==> src/rtl/vga_pkg.sv <==
// Shared constants, mode encodings and box motion helper
// for the VGA test-pattern generator.
package vga_pkg;

    localparam int DEF_COLOR_W  = 3;
    localparam int DEF_H_ACTIVE = 640;
    localparam int DEF_H_FP     = 16;
    localparam int DEF_H_SYNC   = 96;
    localparam int DEF_H_BP     = 48;
    localparam int DEF_V_ACTIVE = 480;
    localparam int DEF_V_FP     = 10;
    localparam int DEF_V_SYNC   = 2;
    localparam int DEF_V_BP     = 33;
    localparam int DEF_BOX_SIZE = 64;

    typedef enum logic [1:0] {
        MODE_BARS  = 2'd0,
        MODE_CHECK = 2'd1,
        MODE_GRAD  = 2'd2,
        MODE_BOX   = 2'd3
    } mode_t;

    typedef struct packed {
        logic [9:0] pos;
        logic       fwd;
    } axis_t;

    // One frame of bouncing motion along one axis; the sum is
    // kept at 11 bits so the far edge cannot wrap.
    function automatic axis_t axis_step(
        input logic [9:0] pos,
        input logic       fwd,
        input logic [3:0] step,
        input logic [9:0] lim
    );
        axis_t      r;
        logic [10:0] sum;
        sum   = {1'b0, pos} + {7'd0, step};
        r.pos = pos;
        r.fwd = fwd;
        if (fwd) begin
            if (sum >= {1'b0, lim}) begin
                r.pos = lim;
                r.fwd = 1'b0;
            end else begin
                r.pos = sum[9:0];
            end
        end else if (pos < {6'd0, step}) begin
            r.pos = '0;
            r.fwd = 1'b1;
        end else begin
            r.pos = pos - {6'd0, step};
        end
        return r;
    endfunction

endpackage

==> src/rtl/vga_timing.sv <==
// Raster counters plus unregistered sync and active-area decode.
// Outputs describe the current counter position.
module vga_timing
    import vga_pkg::*;
#(
    parameter int   H_ACTIVE  = DEF_H_ACTIVE,
    parameter int   H_FP      = DEF_H_FP,
    parameter int   H_SYNC    = DEF_H_SYNC,
    parameter int   H_BP      = DEF_H_BP,
    parameter int   V_ACTIVE  = DEF_V_ACTIVE,
    parameter int   V_FP      = DEF_V_FP,
    parameter int   V_SYNC    = DEF_V_SYNC,
    parameter int   V_BP      = DEF_V_BP,
    parameter logic HSYNC_POL = 1'b0,
    parameter logic VSYNC_POL = 1'b0
) (
    input  logic       clk,
    input  logic       rst,
    output logic [9:0] hc,
    output logic [9:0] vc,
    output logic       active,
    output logic       hsync,
    output logic       vsync
);

    localparam int H_TOTAL = H_ACTIVE + H_FP + H_SYNC + H_BP;
    localparam int V_TOTAL = V_ACTIVE + V_FP + V_SYNC + V_BP;
    localparam int H_SS    = H_ACTIVE + H_FP;
    localparam int H_SE    = H_SS + H_SYNC;
    localparam int V_SS    = V_ACTIVE + V_FP;
    localparam int V_SE    = V_SS + V_SYNC;

    // Advance one pixel per clock, one line per horizontal wrap
    always_ff @(posedge clk or negedge rst) begin
        if (!rst) begin
            hc <= '0;
            vc <= '0;
        end else if (hc == 10'(H_TOTAL - 1)) begin
            hc <= '0;
            vc <= (vc == 10'(V_TOTAL - 1)) ? '0 : vc + 10'd1;
        end else begin
            hc <= hc + 10'd1;
        end
    end

    // Decode sync windows and visible area from the position
    always_comb begin
        hsync  = ~HSYNC_POL;
        vsync  = ~VSYNC_POL;
        if (hc >= 10'(H_SS) && hc < 10'(H_SE))
            hsync = HSYNC_POL;
        if (vc >= 10'(V_SS) && vc < 10'(V_SE))
            vsync = VSYNC_POL;
        active = (hc < 10'(H_ACTIVE)) && (vc < 10'(V_ACTIVE));
    end

endmodule

==> src/rtl/vga_pattern_gen.sv <==
// VGA test-pattern source: frame-latched mode, bouncing box
// state, colour mux and an aligned output register stage.
module vga_pattern_gen
    import vga_pkg::*;
#(
    parameter int   COLOR_W   = DEF_COLOR_W,
    parameter int   H_ACTIVE  = DEF_H_ACTIVE,
    parameter int   H_FP      = DEF_H_FP,
    parameter int   H_SYNC    = DEF_H_SYNC,
    parameter int   H_BP      = DEF_H_BP,
    parameter int   V_ACTIVE  = DEF_V_ACTIVE,
    parameter int   V_FP      = DEF_V_FP,
    parameter int   V_SYNC    = DEF_V_SYNC,
    parameter int   V_BP      = DEF_V_BP,
    parameter logic HSYNC_POL = 1'b0,
    parameter logic VSYNC_POL = 1'b0,
    parameter int   BOX_SIZE  = DEF_BOX_SIZE
) (
    input  logic               clk,
    input  logic               rst,
    input  logic [1:0]         mode,
    input  logic [3:0]         step,
    output logic               HSYNC,
    output logic               VSYNC,
    output logic [COLOR_W-1:0] R,
    output logic [COLOR_W-1:0] G,
    output logic [COLOR_W-1:0] B,
    output logic               video_on,
    output logic               frame_start,
    output logic [9:0]         pixel_x,
    output logic [9:0]         pixel_y
);

    localparam int H_TOTAL = H_ACTIVE + H_FP + H_SYNC + H_BP;
    localparam int BAR_W   = H_ACTIVE / 8;
    localparam logic [9:0]  BX_MAX = 10'(H_ACTIVE - BOX_SIZE);
    localparam logic [9:0]  BY_MAX = 10'(V_ACTIVE - BOX_SIZE);
    localparam logic [10:0] BOX_W  = 11'(BOX_SIZE);
    localparam logic [COLOR_W-1:0] ONES = '1;

    logic [9:0]         hc;
    logic [9:0]         vc;
    logic               active;
    logic               hsync_d;
    logic               vsync_d;
    logic               frame0;
    mode_t              mode_q;
    mode_t              mode_e;
    logic [3:0]         step_q;
    logic [3:0]         step_e;
    logic [9:0]         bx;
    logic [9:0]         by;
    logic               bx_fwd;
    logic               by_fwd;
    axis_t              hx;
    axis_t              vy;
    logic [9:0]         bar_cnt;
    logic [2:0]         bar_idx;
    logic               in_box;
    logic               chk;
    logic [COLOR_W-1:0] r_d;
    logic [COLOR_W-1:0] g_d;
    logic [COLOR_W-1:0] b_d;

    vga_timing #(
        .H_ACTIVE  (H_ACTIVE),
        .H_FP      (H_FP),
        .H_SYNC    (H_SYNC),
        .H_BP      (H_BP),
        .V_ACTIVE  (V_ACTIVE),
        .V_FP      (V_FP),
        .V_SYNC    (V_SYNC),
        .V_BP      (V_BP),
        .HSYNC_POL (HSYNC_POL),
        .VSYNC_POL (VSYNC_POL)
    ) u_timing (
        .clk    (clk),
        .rst    (rst),
        .hc     (hc),
        .vc     (vc),
        .active (active),
        .hsync  (hsync_d),
        .vsync  (vsync_d)
    );

    // Frame-boundary view: new mode/step and box position apply
    // from the very first pixel of the frame
    always_comb begin
        frame0 = (hc == '0) && (vc == '0);
        mode_e = frame0 ? mode_t'(mode) : mode_q;
        step_e = frame0 ? step : step_q;
        hx     = '{pos: bx, fwd: bx_fwd};
        vy     = '{pos: by, fwd: by_fwd};
        if (frame0) begin
            hx = axis_step(bx, bx_fwd, step_e, BX_MAX);
            vy = axis_step(by, by_fwd, step_e, BY_MAX);
        end
    end

    // Latch mode/step and move the box once per frame
    always_ff @(posedge clk or negedge rst) begin
        if (!rst) begin
            mode_q <= MODE_BARS;
            step_q <= '0;
            bx     <= '0;
            by     <= '0;
            bx_fwd <= 1'b1;
            by_fwd <= 1'b1;
        end else if (frame0) begin
            mode_q <= mode_e;
            step_q <= step_e;
            bx     <= hx.pos;
            by     <= vy.pos;
            bx_fwd <= hx.fwd;
            by_fwd <= vy.fwd;
        end
    end

    // Bar index tracks hc by counting bar widths along the line
    always_ff @(posedge clk or negedge rst) begin
        if (!rst) begin
            bar_cnt <= '0;
            bar_idx <= '0;
        end else if (hc == 10'(H_TOTAL - 1)) begin
            bar_cnt <= '0;
            bar_idx <= '0;
        end else if (hc < 10'(H_ACTIVE)) begin
            if (bar_cnt == 10'(BAR_W - 1)) begin
                bar_cnt <= '0;
                bar_idx <= bar_idx + 3'd1;
            end else begin
                bar_cnt <= bar_cnt + 10'd1;
            end
        end
    end

    // Colour for the current position; black outside active area
    always_comb begin
        in_box = ({1'b0, hc} >= {1'b0, hx.pos})
              && ({1'b0, hc} <  {1'b0, hx.pos} + BOX_W)
              && ({1'b0, vc} >= {1'b0, vy.pos})
              && ({1'b0, vc} <  {1'b0, vy.pos} + BOX_W);
        chk = hc[5] ^ vc[5];
        r_d = '0;
        g_d = '0;
        b_d = '0;
        if (active) begin
            unique case (mode_e)
                MODE_BARS: begin
                    r_d = {COLOR_W{bar_idx[2]}};
                    g_d = {COLOR_W{bar_idx[1]}};
                    b_d = {COLOR_W{bar_idx[0]}};
                end
                MODE_CHECK: begin
                    r_d = {COLOR_W{chk}};
                    g_d = {COLOR_W{chk}};
                    b_d = {COLOR_W{chk}};
                end
                MODE_GRAD: begin
                    r_d = hc[COLOR_W+5:6];
                    g_d = vc[COLOR_W+5:6];
                    b_d = ONES;
                end
                MODE_BOX: begin
                    r_d = {COLOR_W{in_box}};
                    g_d = {COLOR_W{in_box}};
                    b_d = ONES;
                end
            endcase
        end
    end

    // Register every output together so they stay aligned
    always_ff @(posedge clk or negedge rst) begin
        if (!rst) begin
            HSYNC       <= ~HSYNC_POL;
            VSYNC       <= ~VSYNC_POL;
            R           <= '0;
            G           <= '0;
            B           <= '0;
            video_on    <= 1'b0;
            frame_start <= 1'b0;
            pixel_x     <= '0;
            pixel_y     <= '0;
        end else begin
            HSYNC       <= hsync_d;
            VSYNC       <= vsync_d;
            R           <= r_d;
            G           <= g_d;
            B           <= b_d;
            video_on    <= active;
            frame_start <= frame0;
            pixel_x     <= hc;
            pixel_y     <= vc;
        end
    end

endmodule

==> config.mk <==
export PLATFORM = sky130hd
export DESIGN_NAME = vga_pattern_gen
export DESIGN_NICKNAME = d
export VERILOG_FILES = /design/src/rtl/vga_pkg.sv /design/src/rtl/vga_timing.sv /design/src/rtl/vga_pattern_gen.sv
export SDC_FILE = /design/constraint.sdc
export NUM_CORES = 1
export LEC_CHECK = 0
export CORE_MARGIN = 2
export CORE_UTILIZATION = 40
export DETAILED_ROUTE_END_ITERATION = 8
export GPL_TIMING_DRIVEN = 0
export PLACE_DENSITY_LB_ADDON = 0.15
export SLEW_MARGIN = 25
export SYNTH_ARGS = -nofsm -noshare
export SYNTH_HDL_FRONTEND = slang
export SYNTH_SLANG_ARGS = --single-unit
export TNS_END_PERCENT = 20
==> constraint.sdc <==
create_clock -name clk -period 5.7 [get_ports clk]
set_input_delay 1.14 -clock clk [delete_from_list [all_inputs] [get_ports clk]]
set_output_delay 1.14 -clock clk [all_outputs]
set_load 0.005 [all_outputs]
After elaboration in Yosys (flattened, before gate mapping):

Index checks and enable logic that the tools add are counted.
W data, S select, Z words.

* word-level logic and storage cells: 94
* flip-flop bits (word level): 94
* output and inout bits: 33

* reduce and logical (&&, ||, !) cells: 14
* equal/unequal tests: 6
* $add $sub $neg: 10
* magnitude comparators: 14
* bitwise operators: 1
* mux-type cells: 30

Operator list (count)
* $mux W10: 9
* $mux W11: 4
* $add A10 B1 Y10 const B: 3
* $pmux W3 S4: 2
* $add A10 B4 Y11: 2
* $add A10 B7 Y11 const B: 2
* $lt A10 B11 Y1: 2
* $eq A10 B10 Y1 const B: 2
* $ge A10 B10 Y1: 2
* $logic_not A10 Y1: 2
* $lt A10 B10 Y1 const B: 2
* $lt A10 B4 Y1: 2
* $lt A10 B9 Y1 const B: 2
* $sub A10 B4 Y10: 2
* $mux W3: 6
* $ge A11 B10 Y1 const B: 1
* $ge A11 B9 Y1 const B: 1
* $eq A10 B7 Y1 const B: 1
* $ge A10 B10 Y1 const B: 1
* $ge A10 B9 Y1 const B: 1
* $pmux W3 S3: 1
* $logic_and A1 B1 Y1: 7
* $mux W1: 6
* $eq A2 B2 Y1 const B: 2
* other kinds (9): 10

Depth between registers and ports, before layout:

Gate-level depths: netlist of the first run.

* depth after elaboration: 15
* gate-level depth with buffers: 31
* depth with buffers taken out: 27

Hierarchy:

A second synthesis of the first run with hierarchy kept.

* cell total of the unflattened synthesis: 691
* area total of the unflattened synthesis: 6324.8 µm²

By module, submodules not included
* vga_pattern_gen: area each 5187.5 µm², cells an instance 584, instances 1
* vga_timing: area each 1137.3 µm², cells an instance 107, instances 1

Worst setup path after synthesis of the first run:

OpenSTA, ideal clock, no wires.

* path type: register to register
* start point: reg u_timing.hc[5]
* end point: reg R[1]
* data arrival time: 5.726 ns
* slack: -0.125 ns
* cell stages (with the launch flop): 28
* cells stage by stage: dfrtp_1 > clkbuf_1 > nor4_1 > and3_1 > clkbuf_1 > buf_2 > buf_1 > nand2_1 > nand2_1 > ha_1 > inv_1 > fa_1 > nand3b_1 > a21oi_1 > and4b_1 > o31ai_1 > nand3_1 > o211ai_1 > a21oi_1 > a41o_1 > ha_1 > o211a_1 > a221oi_1 > o21ai_0 > nand3_1 > a32o_1 > nand4_1 > a311oi_1

* cells in the longest elaborated chain, start to end: 15

Ends and longest elaborated chain
* from (decl): line vga_timing.sv:19 `output logic [9:0] hc,`
* from (signal assigned): line vga_timing.sv:42 `hc <= hc + 10'd1;`
* $logic_not A10 Y1 *: line vga_pattern_gen.sv:89 `frame0 = (hc == '0) && (vc == '0);`
* $logic_and A1 B1 Y1 *: line vga_pattern_gen.sv:89
* $mux W4 *: line vga_pattern_gen.sv:91 `step_e = frame0 ? step : step_q;`
* net step_e[0]: line vga_pattern_gen.sv:50 `logic [3:0] step_e;`
* $add A10 B4 Y11: line vga_pkg.sv:38 `sum = {1'b0, pos} + {7'd0, step};`
* $ge A11 B10 Y1: line vga_pkg.sv:42 `if (sum >= {1'b0, lim}) begin`
* $mux W10: line vga_pkg.sv:42
* $mux W11: line vga_pkg.sv:41 `if (fwd) begin`
* $mux W11: line vga_pattern_gen.sv:94 `if (frame0) begin`
* $add A10 B7 Y11: line vga_pattern_gen.sv:140 `&& ({1'b0, hc} < {1'b0, hx.pos} + BOX_W)`
* $lt A10 B11 Y1: line vga_pattern_gen.sv:140
* $logic_and A1 B1 Y1: line vga_pattern_gen.sv:140
* $logic_and A1 B1 Y1: line vga_pattern_gen.sv:141 `&& ({1'b0, vc} >= {1'b0, vy.pos})`
* $logic_and A1 B1 Y1 *: line vga_pattern_gen.sv:142 `&& ({1'b0, vc} < {1'b0, vy.pos} + BOX_W);`
* $pmux W3 S4 *: line vga_pattern_gen.sv:148 `unique case (mode_e)`
* $mux W3 *: line vga_pattern_gen.sv:147 `if (active) begin`
* net r_d[1]: line vga_pattern_gen.sv:61 `logic [COLOR_W-1:0] r_d;`
* to (signal assigned): line vga_pattern_gen.sv:188 `R <= r_d;`
* to (decl): line vga_pattern_gen.sv:25 `output logic [COLOR_W-1:0] R,`

Mark *: on every way through the listed nets, which the timed path passes. The rest lies on a longest branch.
A chain may end at the register's enable or synchronous reset.

Worst setup path in the final report of the first run:

* start point: reg u_timing.hc[1]
* end point: reg G[1]

* cells in the longest elaborated chain, start to end: 15

Ends and longest elaborated chain
* $logic_not A10 Y1 *: line vga_pattern_gen.sv:89
* $logic_and A1 B1 Y1 *: line vga_pattern_gen.sv:89
* net frame0: line vga_pattern_gen.sv:46 `logic frame0;`
* $mux W4 *: line vga_pattern_gen.sv:91
* net step_e[1]: line vga_pattern_gen.sv:50
* $add A10 B4 Y11: line vga_pkg.sv:38
* $ge A11 B10 Y1: line vga_pkg.sv:42
* $mux W10: line vga_pkg.sv:42
* [2 not listed]
* $add A10 B7 Y11: line vga_pattern_gen.sv:140
* $lt A10 B11 Y1: line vga_pattern_gen.sv:140
* $logic_and A1 B1 Y1: line vga_pattern_gen.sv:140
* $logic_and A1 B1 Y1: line vga_pattern_gen.sv:141
* $logic_and A1 B1 Y1 *: line vga_pattern_gen.sv:142
* $pmux W3 S4 *: line vga_pattern_gen.sv:148
* $mux W3 *: line vga_pattern_gen.sv:147
* net g_d[1]: line vga_pattern_gen.sv:62 `logic [COLOR_W-1:0] g_d;`
* to (signal assigned): line vga_pattern_gen.sv:189 `G <= g_d;`
* to (decl): line vga_pattern_gen.sv:26 `output logic [COLOR_W-1:0] G,`

Marks and branches as above.

==> results of run 1 <==
==> state kept, by name, summed over array words and instances (netlist names), 2 cells and up <==
register / count
G: 3
mode_q: 2
u_timing.vc: 10
bar_cnt: 10
u_timing.hc: 10
step_q: 4
bar_idx: 3
by: 10
bx: 10
R: 3
pixel_y: 10
pixel_x: 10
==> worst max path at each step <==
stage	start	endpoint	slack, ns	cells past startpoint
2_1_floorplan	u_timing.hc[0]	R[1]	0.01	29
5_1_grt	u_timing.hc[1]	G[0]	-0.14	29
6_report	u_timing.hc[1]	G[1]	0.07	30
3_5_place_dp	u_timing.hc[0]	G[1]	-1.66	29
3_3_place_gp	u_timing.hc[0]	R[2]	-1.53	31
4_1_cts	u_timing.hc[1]	R[2]	0.004	31
==> layer usage <==
| metal | track usage | wire length [µm] |
|---|---|---|
| met2 | 0.374 | 8960 |
| met3 | 0.0470 | 730 |
| met4 | 0.0671 | 305 |
| met5 | 0 | 0 |
| met1 | 0.288 | 7850 |
==> critical path: cells and delay by family, from the launching register on <==
family / cells / cell delay, ns
AND/OR/NAND/NOR: 9 / 1.31
adder cells (fa/ha/maj): 3 / 0.84
flip-flops: 1 / 0.42
buffers and inverters: 6 / 0.71
AO/OA/AOI/OAI: 12 / 2.21
==> area by class of cell <==
cell class              instances  area [µm²]
inverters                      41         161
well taps                     188         235
fillers                      1395        6990
clock inverters                 6        70.1
clock buffers                  10         239
multi-input cells             519        4190
repair buffers                 92         820
plain buffers                  27         186
flip-flops and latches         92        2320
==> power by group through the flow <==
stage	clock network, mW	logic (mW)	registers [mW]
5_1_grt	0.674	0.274	0.676
3_3_place_gp	0	0.182	0.685
4_1_cts	0.651	0.217	0.673
6_report	0.629	0.250	0.675
3_5_place_dp	0	0.189	0.685
2_1_floorplan	0	0.126	0.683
==> placed cells by master, fill, tap and decap left out, drive strengths merged, types with 8 or more instances in the layout <==
master,netlist,layout
a21oi,45,45
nor3,21,21
a21o,8,8
and3,12,12
nand2,59,59
xnor2,11,11
nor3b,8,8
buf,13,65
inv,41,43
ha,54,54
nor2,57,57
xor2,16,16
clkdlybuf4s50,0,39
a31oi,9,9
clkbuf,19,25
nand4,12,12
o21ai,43,43
nand3,28,28
dfrtp,88,88
==> logic make-up after synthesis <==
group / after synthesis / share of synthesized area
simple gates: 241 / 0.203
compound gates: 185 / 0.201
flops: 92 / 0.371
buf+inv: 73 / 0.0521
fa+ha+maj: 58 / 0.122
xor+xnor: 27 / 0.0380
mux: 8 / 0.0131
==> repair_timing <==
action	CTS	global route
pin swaps	26	47
gates resized for setup	88	66
setup endpoints to repair	6	6
setup buffers	25	26
==> results by group, run 1 <==
STA
  – Count of final setup violators: 0
  – Final period utilization: 0.987
  – Setup TNS: 0 ns
  – Crit path time final: 5.63 ns
  – Slew margin rel.: 0.347
  – Worst Skew: 0.00797 ns
  – Final setup margin: 0.0738 ns
  – Fmax: 178 MHz
  – Slew @ Worst Pin: 0.973 ns
  – RSZ-0062 raised after global routing: true
  – Final hold violation count: 0
  – Final Max Tran Viols: 0
  – Hold Slack: 0.433 ns

Route
  – Total routed wirelength: 17800 µm
  – First-pass DRT Iterations: 5
  – Avg WL per Cell: 18.3 µm
  – Antenna Violating Nets Remaining: 0
  – DR DRC count: 0
  – DRT iter0 DRCs: 339
  – DR vias/cell: 5.82
  – DR vias: 5678

Critical path
  – Critical path data arrival time: 5.88 ns
  – Critical path capture point type: register
  – Critical path's slowest cell: dfrtp_2
  – Worst EP required: 5.95 ns
  – Crit path kind: register to register
  – R2R setup slack: 0.07 ns
  – Worst-case reg-to-reg path depth: 30
  – Reg2reg end: G[1]
  – Crit-path max FO: 6
  – CP max stage delay: 0.42 ns
  – Setup crit start kind: register
  – Reg2reg start: u_timing.hc[1]

Finish
  – Cell Count, Final, Fillers Out: 975
  – Final #Nets: 848
  – Fin util: 0.540
  – Share of layout cells above drive strength 1: 0.264
  – Ant diodes: 0
  – Layout overhead on the synthesized area: 32.1%
  – Cell area after layout: 0.00822 mm²

Synth
  – Post-synth EDFFs: 0
  – Cell with the most instances after synthesis: dfrtp_1
  – Synth warnings: 0
  – Ys flop type: dfrtp_1
  – Most frequent cells after synthesis: 88 x dfrtp_1, 58 x nand2_1, 57 x nor2_1
  – Synth Instances: 684
  – Seq/Total Area, Yosys: 0.371
  – Synthesized area: 0.00622 mm²
  – Distinct cells, synth: 81
  – Syn nets: 750
  – Area share of the leading cell type in the synthesized netlist: 0.354
  – Synth Register Bits: 92
  – Top cells by area in the synthesized netlist: dfrtp_1 35%, ha_1 11%, a21oi_1 3.5%, nand2_1 3.5%, nor2_1 3.4%
  – Syn_area_per_cell: 9.09 µm²
  – Ys async rst share: 1.00
  – Synth area leader: dfrtp_1

Worst hold path
  – Hold Path Origin: u_timing.vc[3]
  – WHS Endpoint: pixel_y[3]
  – Hold Path Depth: 0
  – Hold Path Class: register to register

Placed design
  – Placed cells: 913
  – Placed Area: 0.00689 mm²
  – Port Buffers: 40
  – RePlAce Congestion: 0.861
  – Post-DP HPWL: 12200 µm
  – Post-place setup slack: -1.66 ns

Power and ir drop
  – Cell Pwr Density: 189 mW/mm²
  – Comb pwr share: 0.161
  – Register share of total power: 0.434
  – Max IR drop VDD: 0.155 mV
  – Switching Share: 0.272
  – NetSw: 0.423 mW
  – Lkg Pwr: 3.52 nW
  – P_int: 1.13 mW
  – Clk network pwr share: 0.405
  – Final Power: 1.55 mW

Floorplan
  – Chip height: 129 µm
  – Die Width: 129 µm
  – Initial Utilization: 0.409
  – Ports: 41
  – Std-Cell Rows: 45
  – Die area: 0.0166 mm²
  – Core Footprint: 0.0152 mm²

Clock tree
  – Clock Path Buffers: 2
  – # hold bufs at CTS: 0
  – H-tree Lvls: 3
  – Clock sink count: 92
  – Clock Latency Late Sink: 0.35 ns
  – Num CTS Buffers: 9
  – CTS clk-pin slew, worst paths: 0.07 ns
  – TritonCTS clock tree: yes
  – Clock root buffer: clkbuf_16

Global route
  – Vias in the first global route: 5565
  – Largest net degree at the start of global routing: 50
  – Grt ovf: 0
  – Antenna violations before repair: 0
  – First-pass GRT wire length: 28900 µm
  – Gr usage total: 0.222

Status
  – Status: complete, no violations

Flow run
  – Max Cap Viol: 0
Power figures use the tool's default switching activity.
==> inputs of run 2 (changes only) <==
--- a/config.mk
+++ b/config.mk
@@ -9,6 +9,7 @@
 export CORE_UTILIZATION = 40
 export DETAILED_ROUTE_END_ITERATION = 8
 export GPL_TIMING_DRIVEN = 0
+export MAX_ROUTING_LAYER = met4
 export PLACE_DENSITY_LB_ADDON = 0.15
 export SLEW_MARGIN = 25
 export SYNTH_ARGS = -nofsm -noshare
==> run 2 against run 1 <==
Net effect:
- largest cell class unchanged
- non-clock buffer count up 20
- final cell count up 2.1%
- worst setup slack improved by 0.027 ns
- count of clock-buffer cells in the layout grew 1
- worst hold slack better by 0.0038 ns
- combinational power barely moved
- largest power group unchanged
- fmax up 0.48%
==> results by group, run 2 (synthesis results as in run 1) <==
Status
  – Status: complete, no violations

Critical path
  – WP buf/inv: 18
  – CP most frequent cell: buf_4
  – Critical path's slowest cell: clkdlybuf4s50_1
  – CP max stage delay: 0.50 ns
  – Critical path capture point type: register
  – Crit-path max FO: 6
  – Worst-case reg-to-reg path depth: 34
  – Crit path kind: input port to register
  – R2R setup slack: 0.12 ns
  – Setup crit start kind: input port
  – Worst EP required: 5.95 ns
  – Cell family with the largest share of critical-path delay: buffers and inverters
  – Reg2reg end: by[4]
  – Critical path data arrival time: 5.85 ns
  – Reg2reg start: u_timing.vc[9]

STA
  – Fmax: 179 MHz
  – Count of final setup violators: 0
  – RSZ-0062 raised after global routing: true
  – Slew @ Worst Pin: 0.949 ns
  – Slew margin rel.: 0.351
  – Setup TNS: 0 ns
  – Final period utilization: 0.982
  – Hold Slack: 0.437 ns
  – Worst Skew: 0.00954 ns
  – Crit path time final: 5.60 ns
  – Final Max Tran Viols: 0
  – Final hold violation count: 0

Placed design
  – Placed cells: 913
  – Port Buffers: 40
  – RePlAce Congestion: 0.914
  – Post-DP HPWL: 12400 µm

Global route
  – Vias in the first global route: 5706
  – Gr usage total: 0.235
  – Grt ovf: 0
  – Antenna violations before repair: 0
  – Largest net degree at the start of global routing: 56
  – First-pass GRT wire length: 29400 µm

Clock tree
  – Clock Path Buffers: 2
  – Clock Latency Late Sink: 0.35 ns
  – Num CTS Buffers: 9
  – CTS clk-pin slew, worst paths: 0.07 ns
  – H-tree Lvls: 3
  – TritonCTS clock tree: yes
  – # hold bufs at CTS: 0
  – Clock root buffer: clkbuf_16
  – Clock sink count: 92

Route
  – DR vias: 5696
  – Avg WL per Cell: 18.5 µm
  – Routed wl met3: 648 µm
  – DR vias/cell: 5.72
  – Antenna Violating Nets Remaining: 0
  – Met2 WL: 9250 µm
  – First-pass DRT Iterations: 4
  – Total routed wirelength: 18400 µm
  – DR DRC count: 0
  – Highest Signal Layer: met4
  – DRT iter0 DRCs: 304
  – Wl on met1: 8030 µm

Power and ir drop
  – Cell Pwr Density: 185 mW/mm²
  – Max IR drop VDD: 0.183 mV
  – Final Power: 1.54 mW
  – Lkg Pwr: 3.64 nW

Finish
  – Ant diodes: 0
  – Layout overhead on the synthesized area: 33.3%
  – Cell Count, Final, Fillers Out: 995
  – Leading cell types in the layout, fill and taps excluded: 78 x dfrtp_1, 69 x buf_4, 54 x nor2_1
  – Commonest non-fill, non-tap cell in the layout: dfrtp_1
  – Final #Nets: 868
  – Fin util: 0.545
  – Share of layout cells above drive strength 1: 0.275

Floorplan
  – Die Width: 129 µm
  – Ports: 41
  – Core Footprint: 0.0152 mm²
  – Chip height: 129 µm
  – Die area: 0.0166 mm²
  – Std-Cell Rows: 45
  – Initial Utilization: 0.409

Worst hold path
  – Hold Path Class: register to register
  – Hold Path Origin: u_timing.vc[2]
  – WHS Endpoint: pixel_y[2]
  – Hold Path Depth: 0

Flow run
  – Max Cap Viol: 0
[run 2: routing by layer]
| metal | vias up | track usage |
|---|---|---|
| li1 | 2733 | - |
| met1 | 2795 | 0.295 |
| met2 | 131 | 0.382 |
| met3 | 37 | 0.0412 |
| met4 | 0 | 0.0857 |
| met5 | - | - |
[run 2: layout make-up]
cell class,instances,area [µm²]
Inverter,41,156
Timing Repair Buffer,113,1010
Tap cell,188,235
Fill cell,1353,6910
Clock buffer,11,233
Clock inverter,5,61.3
Multi-Input combinational cell,519,4110
Buffer,26,165
Sequential cell,92,2320
[run 2: worst register-to-register path: cells and delay by family (launching register included)]
kind                       cells  cell delay (ns)
adders and majority gates      2             0.53
buffers and inverters         19             2.25
and+or+nand+nor                7             1.01
DFF                            1             0.62
AOI/OAI and AO/OA              6             1.06
[run 2: metrics by stage]
| stage | cell area, µm² | worst slack (ns) |
|---|---|---|
| 2_1_floorplan | 6230 | 0.0139 |
| 3_3_place_gp | 6860 | -1.58 |
| 3_5_place_dp | 6890 | -1.71 |
| 4_1_cts | 7960 | 0.000174 |
| 5_1_grt | 8290 | -0.130 |
| 6_report | 8290 | 0.101 |
[run 2: worst max path at each step]
stage                        start  endpoint  slack (ns)  cells past startpoint
floorplan           u_timing.hc[0]      R[1]        0.01                     29
global placement    u_timing.hc[0]      R[2]       -1.58                     29
detailed placement  u_timing.hc[5]      G[1]       -1.71                     28
CTS                 u_timing.hc[0]      R[2]      0.0002                     29
global route        u_timing.hc[0]      R[0]       -0.13                     28
finish                     step[0]     by[4]        0.10                     30
[run 2: where the power goes]
group          leakage (nW)  internal (mW)  switching, mW  total, mW
combinational          2.36          0.111          0.139      0.250
sequential             1.14          0.664         0.0108      0.675
clock                 0.144          0.343          0.270      0.613
[run 2: timing repair]
item | 4_1_cts | 5_1_grt
setup buffers | 46 | 26
endpoints found under the setup margin | 6 | 7
gates resized for setup | 100 | 47
pin swaps | 33 | 32
==> inputs of run 3 (changes only) <==
==> constraint.sdc (replaced) <==
create_clock -name clk -period 6.9 [get_ports clk]
set_input_delay 1.38 -clock clk [delete_from_list [all_inputs] [get_ports clk]]
set_output_delay 1.38 -clock clk [all_outputs]
set_load 0.005 [all_outputs]
==> run 3 against run 2 <==
Net effect:
- sequential power fell by 18%
- global-route usage fell by 1.8 points
- die area did not move
- register-to-register slack improved by 0.29 ns
- sequential share of layout area rose by 3.2 points
- routed wire length fell by 8.5%
- via count fell by 4.2%
- worst setup slack improved by 0.31 ns
- combinational power fell by 33%
- first-iteration DRC count rose by 17%
- critical path type is now register to register
- largest cell class unchanged
==> results by group, run 3 (synthesis results as in run 1) <==
Route
  – DR DRC count: 0
  – DR vias/cell: 5.87
  – Avg WL per Cell: 18.1 µm
  – DRT iter0 DRCs: 356
  – DR vias: 5459
  – Total routed wirelength: 16800 µm
  – First-pass DRT Iterations: 5
  – Antenna Violating Nets Remaining: 0

Global route
  – Vias in the first global route: 5315
  – Antenna violations before repair: 0
  – First-pass GRT wire length: 27300 µm
  – Grt ovf: 0
  – Gr usage total: 0.217
  – Largest net degree at the start of global routing: 57

Finish
  – Layout overhead on the synthesized area: 19.2%
  – Share of layout cells above drive strength 1: 0.129
  – Cell Count, Final, Fillers Out: 930
  – Ant diodes: 0
  – Leading cell types in the layout, fill and taps excluded: 87 x dfrtp_1, 57 x nor2_1, 57 x nand2_1
  – Fillers: 1415
  – Final #Nets: 803
  – Commonest non-fill, non-tap cell in the layout: dfrtp_1

Critical path
  – Critical path data arrival time: 6.72 ns
  – Reg2reg start: u_timing.vc[5]
  – Cell family with the largest share of critical-path delay: compound AO/OA/AOI/OAI gates
  – CP most frequent cell: buf_6
  – WP buf/inv: 6
  – Critical path's slowest cell: fa_1
  – Setup crit start kind: register
  – CP max stage delay: 0.44 ns
  – Crit-path max FO: 10
  – Worst setup startpoint: u_timing.vc[5]
  – Worst EP required: 7.13 ns
  – Crit path kind: register to register
  – Critical path capture point type: register

Floorplan
  – Ports: 41
  – Std-Cell Rows: 45
  – Die Width: 129 µm
  – Core Footprint: 0.0152 mm²
  – Die area: 0.0166 mm²
  – Chip height: 129 µm
  – Initial Utilization: 0.409

Clock tree
  – H-tree Lvls: 3
  – CTS clk-pin slew, worst paths: 0.07 ns
  – # hold bufs at CTS: 0
  – Clock Latency Late Sink: 0.35 ns
  – Clock sink count: 92
  – Num CTS Buffers: 9
  – TritonCTS clock tree: yes
  – Clock root buffer: clkbuf_16
  – Clock Path Buffers: 2

Power and ir drop
  – Cell Pwr Density: 173 mW/mm²
  – Final Power: 1.28 mW
  – Max IR drop VDD: 0.142 mV
  – Lkg Pwr: 3.24 nW

STA
  – Slew margin rel.: 0.376
  – Count of final setup violators: 0
  – Fmax: 154 MHz
  – Final hold violation count: 0
  – Final period utilization: 0.941
  – Slew @ Worst Pin: 0.912 ns
  – Worst Skew: 0.00697 ns
  – Final Max Tran Viols: 0
  – Crit path time final: 6.49 ns

Flow run
  – Max Cap Viol: 0

Worst hold path
  – Hold Path Origin: u_timing.vc[2]
  – Hold Path Class: register to register

Status
  – Status: complete, no violations

Placed design
  – RePlAce Congestion: 0.858
  – Placed cells: 913
  – Post-DP HPWL: 12300 µm
  – Port Buffers: 40
[run 3: path summary, 6_finish.rpt]
kind                       slack, ns          to  depth (start not counted)
setup / recovery                0.41        G[2]                         30
hold / removal                  0.43  pixel_y[2]                          0
setup reg to reg                0.41        G[2]                         30
hold reg to reg                 0.43  pixel_y[2]                          0
min in group asynchronous       0.91       bx[0]                          1
max in group asynchronous       5.34       VSYNC                          2
[run 3: worst reg2reg max path: cells and delay by family (launching register included)]
kind / cells / cell delay (ns)
buffers and inverters: 6 / 0.88
flip-flops: 1 / 0.43
AND/OR/NAND/NOR: 9 / 1.57
AO/OA/AOI/OAI: 12 / 2.52
adder cells (fa/ha/maj): 3 / 1.00
[run 3: metrics by stage]
step,utilization,cell area (µm²),TNS (ns),hold slack (ns),setup slack (ns)
after floorplan,-,6220,0,0.376,1.07
after global placement,0.451,6850,-4.35,0.399,-0.739
after detailed placement,0.453,6880,-4.53,0.406,-0.782
after CTS,0.479,7280,0,0.426,0.00913
after global routing,0.488,7410,-0.0910,0.438,-0.0481
final,0.488,7410,0,0.430,0.410
[run 3: power breakdown]
part	internal, mW	switching (mW)	total, mW
clock	0.324	0.233	0.558
combinational	0.0686	0.0996	0.168
sequential	0.548	0.00734	0.556
[run 3: cell type report]
class                   instances  area, µm²  area share
inverters                      41        156      0.0211
clock buffers                   9        225      0.0304
multi-input cells             519       3760       0.507
clock inverters                 7        104      0.0140
plain buffers                  31        183      0.0246
well taps                     188        235      0.0317
repair buffers                 43        444      0.0599
flip-flops and latches         92       2310       0.311
[run 3: repair_timing]
action | CTS | global route
setup endpoints to repair | 6 | 6
setup buffers | 1 | 1
pin swaps | 1 | 2
gates resized for setup | 15 | 30
[run 3: metal layers]
metal / vias to the layer above / global-route usage / part of all wire
met1: 2697 / 0.284 / 0.46
met2: 121 / 0.348 / 0.49
li1: 2612 / - / -
met5: - / - / 0
met4: 0 / 0.0607 / 0.017
met3: 29 / 0.0391 / 0.035
